==> src/rtl/wbu_pkg.sv <==
// Shared constants for the bus-to-serial word path.
package wbu_pkg;

  localparam int unsigned WBU_CW = 36;

  localparam logic [WBU_CW-1:0] WBU_IDLE_WORD      = 36'h0_0000_0000;
  localparam logic [WBU_CW-1:0] WBU_BUSY_IDLE_WORD = 36'h0_8000_0000;
  localparam logic [WBU_CW-1:0] WBU_INT_WORD       = 36'h1_0000_0000;

  // Source selected for a load into the output register.
  typedef enum logic [1:0] {
    SRC_NONE,
    SRC_DATA,
    SRC_INT,
    SRC_IDLE
  } wbu_src_e;

endpackage

==> src/rtl/wbuidleint.sv <==
// Merges bus-response codewords, interrupt notifications and idle
// keep-alive words into a single one-deep output register.
module wbuidleint
  import wbu_pkg::*;
#(
  parameter int unsigned LGIDLE = 26
) (
  input  logic              i_clk,
  input  logic              i_rst,
  input  logic              i_stb,
  input  logic [WBU_CW-1:0] i_codword,
  input  logic              i_bus_busy,
  input  logic              i_interrupt,
  input  logic              i_tx_busy,
  output logic              o_int_stb,
  output logic [WBU_CW-1:0] o_int_word,
  output logic              o_busy
);

  logic              r_int_last;
  logic              int_pending;
  logic [LGIDLE-1:0] idle_cnt;

  wbu_src_e          src;
  logic              load;
  logic              idle_sat;
  logic              int_rise;
  logic [WBU_CW-1:0] load_word;

  assign o_busy = o_int_stb;

  // Priority select of the next word: data, then interrupt, then idle.
  always_comb begin
    src       = SRC_NONE;
    load_word = WBU_IDLE_WORD;
    idle_sat  = &idle_cnt;
    int_rise  = i_interrupt & ~r_int_last;
    if (!o_int_stb) begin
      if (i_stb) begin
        src = SRC_DATA;
      end else if (int_pending) begin
        src = SRC_INT;
      end else if (idle_sat) begin
        src = SRC_IDLE;
      end
    end
    case (src)
      SRC_DATA: load_word = i_codword;
      SRC_INT:  load_word = WBU_INT_WORD;
      SRC_IDLE: load_word = i_bus_busy ? WBU_BUSY_IDLE_WORD : WBU_IDLE_WORD;
      default:  load_word = WBU_IDLE_WORD;
    endcase
    load = (src != SRC_NONE);
  end

  // Output register: load when empty, drain when the splitter is free.
  always_ff @(posedge i_clk or posedge i_rst) begin
    if (i_rst) begin
      o_int_stb  <= 1'b0;
      o_int_word <= '0;
    end else if (load) begin
      o_int_stb  <= 1'b1;
      o_int_word <= load_word;
    end else if (!i_tx_busy) begin
      o_int_stb  <= 1'b0;
    end
  end

  // Interrupt edge detector; a new rise beats a same-cycle clear.
  always_ff @(posedge i_clk or posedge i_rst) begin
    if (i_rst) begin
      r_int_last  <= 1'b0;
      int_pending <= 1'b0;
    end else begin
      r_int_last  <= i_interrupt;
      int_pending <= int_rise | (int_pending & (src != SRC_INT));
    end
  end

  // Keep-alive timer: restarts on every load, saturates at all-ones.
  always_ff @(posedge i_clk or posedge i_rst) begin
    if (i_rst) begin
      idle_cnt <= '0;
    end else if (load) begin
      idle_cnt <= '0;
    end else if (!idle_sat) begin
      idle_cnt <= idle_cnt + LGIDLE'(1);
    end
  end

endmodule

==> config.mk <==
export PLATFORM = sky130hd
export DESIGN_NAME = wbuidleint
export DESIGN_NICKNAME = d
export VERILOG_FILES = /design/src/rtl/wbu_pkg.sv /design/src/rtl/wbuidleint.sv
export SDC_FILE = /design/constraint.sdc
export NUM_CORES = 1
export LEC_CHECK = 0
export BUFFER_PORTS_ARGS = -buffer_cell sky130_fd_sc_hd__buf_2
export CAP_MARGIN = 20
export CORE_MARGIN = 2
export CORE_UTILIZATION = 50
export DETAILED_ROUTE_END_ITERATION = 7
export PLACE_DENSITY = 0.81
export SLEW_MARGIN = 5
export SYNTH_ARGS = -nofsm -noshare
export SYNTH_HDL_FRONTEND = slang
export SYNTH_SLANG_ARGS = --single-unit
==> constraint.sdc <==
create_clock -name i_clk -period 2.6 [get_ports i_clk]
set_clock_uncertainty 0.2 [all_clocks]
set_input_delay 0.13 -clock i_clk [delete_from_list [all_inputs] [get_ports i_clk]]
set_output_delay 0.13 -clock i_clk [all_outputs]
set_load 0.005 [all_outputs]
# Word level (Yosys, flattened, before mapping)
# Cells that the tools add are included.
totals:
  reg_bits: 65
  input_bits: 42
  out_inout_bits: 38
  wordCells: 28
classes:
  add_sub_neg: 1
  n_eq_ne: 6
  muxes: 10
  n_bitwise: 4
  reduce_logical: 2
op_table:
  columns: ["cell", "n"]
  rows:
  - ["36-bit case mux with 3 select lines", 1]
  - ["26-bit 2-to-1 mux", 2]
  - ["32-bit 2-to-1 mux", 1]
  - ["26-bit by 1-bit adder with 26-bit output, second input constant", 1]
  - ["26-bit AND reduction", 1]
  - ["2-bit 2-to-1 mux", 4]
  - ["2-bit equality test, second input constant", 2]
  - ["2-bit inequality test, second input constant", 2]
  - ["1-bit bitwise AND", 2]
  - ["2-bit by 1-bit equality test with 1-bit output, second input constant", 1]
  - ["1-bit 2-to-1 mux", 2]
  - ["2-bit by 1-bit inequality test with 1-bit output, second input constant", 1]
  - ["2-bit nonzero test", 1]
  - ["1-bit inverter", 1]
  - ["1-bit bitwise OR", 1]

# Logic depth before layout (Yosys ltp)
logic_depth:
  word_depth: 8
  ltp_mapped: 8
  ltp_nobuf: 6

# Worst setup path after synthesis
# Ideal clock, no wire load.
synth_timing:
  path_type: "register -> register"
  start: "register idle_cnt[0]"
  end: "register o_int_word[0]"
  setup_ps: 121
  arrival_time_ps: 1677
  required_ps: 2279
  setup_slack_ps: 602
  path_stages_with_launch: 8
  n_path_buf: 1
  synth_period_minus_slack_ps: 1998
  path_cell_list: "dfrtp_1 > ha_1 > nand4_1 > nor4_4 > nor3b_4 > nor2_2 > buf_6 > a22o_1"
synth_via:
  elab_chain_len: 7
  word_cells_on_any_way: 10
  cone_classes: "3 x eq/ne; 5 x mux; 2 x reduce/logical"
synth_lines:
  columns: ["element", "line", "source"]
  rows:
  - ["from (decl)", "wbuidleint.sv:22", "logic [LGIDLE-1:0] idle_cnt;"]
  - ["from (signal assigned)", "wbuidleint.sv:87", "idle_cnt <= idle_cnt + LGIDLE'(1);"]
  - ["26-bit AND reduction (*)", "wbuidleint.sv:36", "idle_sat = &idle_cnt;"]
  - ["2-bit 2-to-1 mux (*)", "wbuidleint.sv:43", "end else if (idle_sat) begin"]
  - ["2-bit 2-to-1 mux (*)", "wbuidleint.sv:41", "end else if (int_pending) begin"]
  - ["2-bit 2-to-1 mux (*)", "wbuidleint.sv:39", "if (i_stb) begin"]
  - ["2-bit 2-to-1 mux (*)", "wbuidleint.sv:38", "if (!o_int_stb) begin"]
  - ["2-bit equality test / 2-bit by 1-bit equality test with 1-bit output (equally long branches)", "wbuidleint.sv:47", "case (src)"]
  - ["36-bit case mux with 3 select lines", "wbuidleint.sv:47", null]
  - ["to (signal assigned)", "wbuidleint.sv:63", "o_int_word <= load_word;"]
  - ["to (decl)", "wbuidleint.sv:16", "output logic [WBU_CW-1:0] o_int_word,"]
# Mark *: on every way between the ends. The rest lies on a longest branch, timed or not.
# A chain may end at the register's enable or synchronous reset.

# Worst setup path after layout
layout_timing:
  start: "register idle_cnt[1]"
  end: "register o_int_word[33]"
# The elaborated chain is that of the path after synthesis.

==> reports/qor.csv <==
stage,metric,value,unit
floorplan,pin_count,80,
power_and_ir_drop,total_power,2.954,mW
sta,setup_tns,0,ns
routing,wl_per_cell,20.08,µm
clock_tree,numCtsBuffers,9,
clock_tree,cts_sinks,65,
worst_hold_path,hp-class,in -> async,
clock_tree,clock_latency,0.36,ns
placement,pre_cts_ws,0.3610,ns
routing,ant_nets,0,
setup_path,startpoint,idle_cnt[1]$_DFFE_PP0P_,
clock_tree,path_clk_slew,0.08,ns
layout,nNetsFinal,426,
power_and_ir_drop,powerDensity,725.0,nW/µm²
yosys,ys.flop_type,dfrtp_1,
setup_path,crit_path_cell_trace,ha_4 > nand4_1 > nor4_4 > nor3b_4 > buf_4 > nor2_2 > buf_6 > a22o_1,
clock_tree,clockBufferDepth,2,
routing,via_count,2851,
placement,io_buffers,79,
yosys,ys_seq_area_share,55.34,%
setup_path,rr_worst_depth,8,
routing,drt_iter0_drc,294,
layout,layout_common_cells,"buf_2, dfrtp_1, dlygate4sd3_1",
clock_tree,clock-root-buffer,clkbuf_8,
setup_path,critical-path-max-stage-delay,0.41,ns
setup_path,arrival,2.49,ns
setup_path,crit_fanout,36,
global_route,track_usage,30.82,%
global_route,grt_max_degree,37,
status,status,completed,
yosys,synth_edf_count,0,
floorplan,num_rows,27,
setup_path,timing.rr.end,o_int_word[33]$_DFFE_PP0N_,
layout,drive_gt1_share,29.90,%
setup_path,rr_startpoint,idle_cnt[1]$_DFFE_PP0P_,
routing,drc,0,
yosys,synth_nets,301,
setup_path,critPathRequiredTime,2.63,ns
yosys,ys_ff_latch,65,
yosys,avgSynthCellArea,11.39,µm²
yosys,synthArstFlopShare,100.0,%
routing,routed_wl,9235,µm
power_and_ir_drop,max-vdd-ir-drop,0.4821,mV
setup_path,reg2reg_setup_slack,0.14,ns
global_route,overflow,0,
layout,final_common_cell,buf_2,
setup_path,path_delay_family,simple AND/OR/NAND/NOR gates,
power_and_ir_drop,p_leak,1.979,nW
setup_path,crit_buf_inv,2,
routing,first_pass_iters,6,
layout,final_cells,460,
sta,holdWs,0.1662,ns
floorplan,die_y,80.67,µm
floorplan,core,5608,µm²
sta,setup_viol,0,
sta,slew_headroom,58.61,%
global_route,grt_pass1_wl,14690,µm
floorplan,dieArea,6508,µm²
global_route,grt_pass1_vias,2867,
layout,multiInputGateArea,1217,µm²
job,maxCapViolCount,0,
yosys,syn_area,2939,µm²
yosys,yosysWarnings,0,
layout,final_util,72.65,%
routing,detail_route.vias_per_cell,6.198,
sta,postLayoutSetupSlackWorst,0.1356,ns
sta,period_share,94.79,%
setup_path,crit_type,reg -> reg,
sta,worst_pin_slew,0.6143,ns
sta,drv_slew,0,
sta,period_needed,2.464,ns
floorplan,die_w,80.67,µm
sta,clock.fmax,0.4058,GHz
layout,nFillCells,363,
floorplan,start_util,52.41,%
placement,gp_congestion,0.9235,
setup_path,cp-end-kind,register,
sta,rsz0062_at_grt,false,
setup_path,critical_path_depth,8,
placement,dp_hpwl,4669,µm
placement,place_inst,400,
yosys,synth.distinct_cells,45,
global_route,antenna_found_initial,0,
clock_tree,cts_tree,done,
setup_path,cpMaxStageDelayCell,dfrtp_2,
layout,antenna_cells,0,
sta,hold_viol_final,0,
yosys,syn_inst,258,
layout,fin_area,4074,µm²
clock_tree,cts_max_level,3,
layout,seqCellArea,1628,µm²
placement,placed_area,3381,µm²
layout,syn2layout_area_growth,38.61,%
setup_path,startpoint_type,register,
## worst min-delay path: stages
cell	delay [ns]
dlygate4sd3_1	0.54
buf_2	0.13
inv_2	0.37
## what timing repair did
item,CTS,global route
resized for setup,0,4
hold buffers,41,1
setup endpoints to repair,0,1
setup buffers,0,3
hold endpoints to repair,61,1
## cell type report
class	count	share of cell area (%)
Sequential cell	65	39.96
Multi-Input combinational cell	174	29.88
Timing Repair Buffer	130	21.71
Clock buffer	10	3.133
Clock inverter	6	2.826
Tap cell	72	2.211
Inverter	3	0.2764
## registers in the layout, indices dropped and copies added (netlist names)
signal	count
idle_cnt	26
o_int_word	36
int_pending	1
r_int_last	1
o_busy	1
## where the power goes
| part | internal [mW] | switching (mW) | leakage, nW | total, mW |
|---|---|---|---|---|
| sequential | 1.16 | 0.141 | 0.852 | 1.30 |
| clock | 0.642 | 0.431 | 0.117 | 1.07 |
| combinational | 0.301 | 0.277 | 1.01 | 0.579 |
| total | 2.10 | 0.850 | 1.98 | 2.95 |
## synthesized netlist by cell type (4+ instances only)
cell,number,area share (%)
nand4_1,8,1.7
buf_4,4,1.0
o21ai_0,6,1.0
nor2_1,22,2.8
a22o_1,34,10
and2_1,4,0.85
nand2_1,18,2.3
and4_1,7,2.1
nand3_1,12,2.0
clkbuf_1,8,1.0
xor2_1,8,2.4
a21oi_1,7,1.2
dfrtp_1,65,55
xnor2_1,5,1.5
## worst max-delay path by stage
stage	to	slack [ns]
final	o_int_word[33]$_DFFE_PP0N_	0.14
after global routing	o_int_word[33]$_DFFE_PP0N_	0.06
after detailed placement	o_int_word[18]$_DFFE_PP0N_	0.36
after global placement	o_int_word[27]$_DFFE_PP0N_	0.45
after CTS	o_int_word[31]$_DFFE_PP0N_	0.17
after floorplan	o_int_word[0]$_DFFE_PP0N_	0.60
## cells by family (layout without fill, tap and decap cells)
family                   after synthesis  count (layout)  synth area share, %
AND/OR/NAND/NOR                       95              95                19.03
buffers and inverters                 19             149                3.746
flip-flops                            65              65                55.34
multiplexers                           1               1               0.3406
AO/OA/AOI/OAI                         64              64                17.24
XOR/XNOR                              13              13                3.874
adder cells (fa/ha/maj)                1               1               0.4256
## layer usage
layer	part of all wire [%]	global-route usage, %	up-vias
li1	-	-	1216
met1	38	38.32	1354
met2	47	48.08	234
met3	9.8	8.315	47
met4	4.4	18.31	0
met5	0	0	-
(Power assumes the default switching activity.)
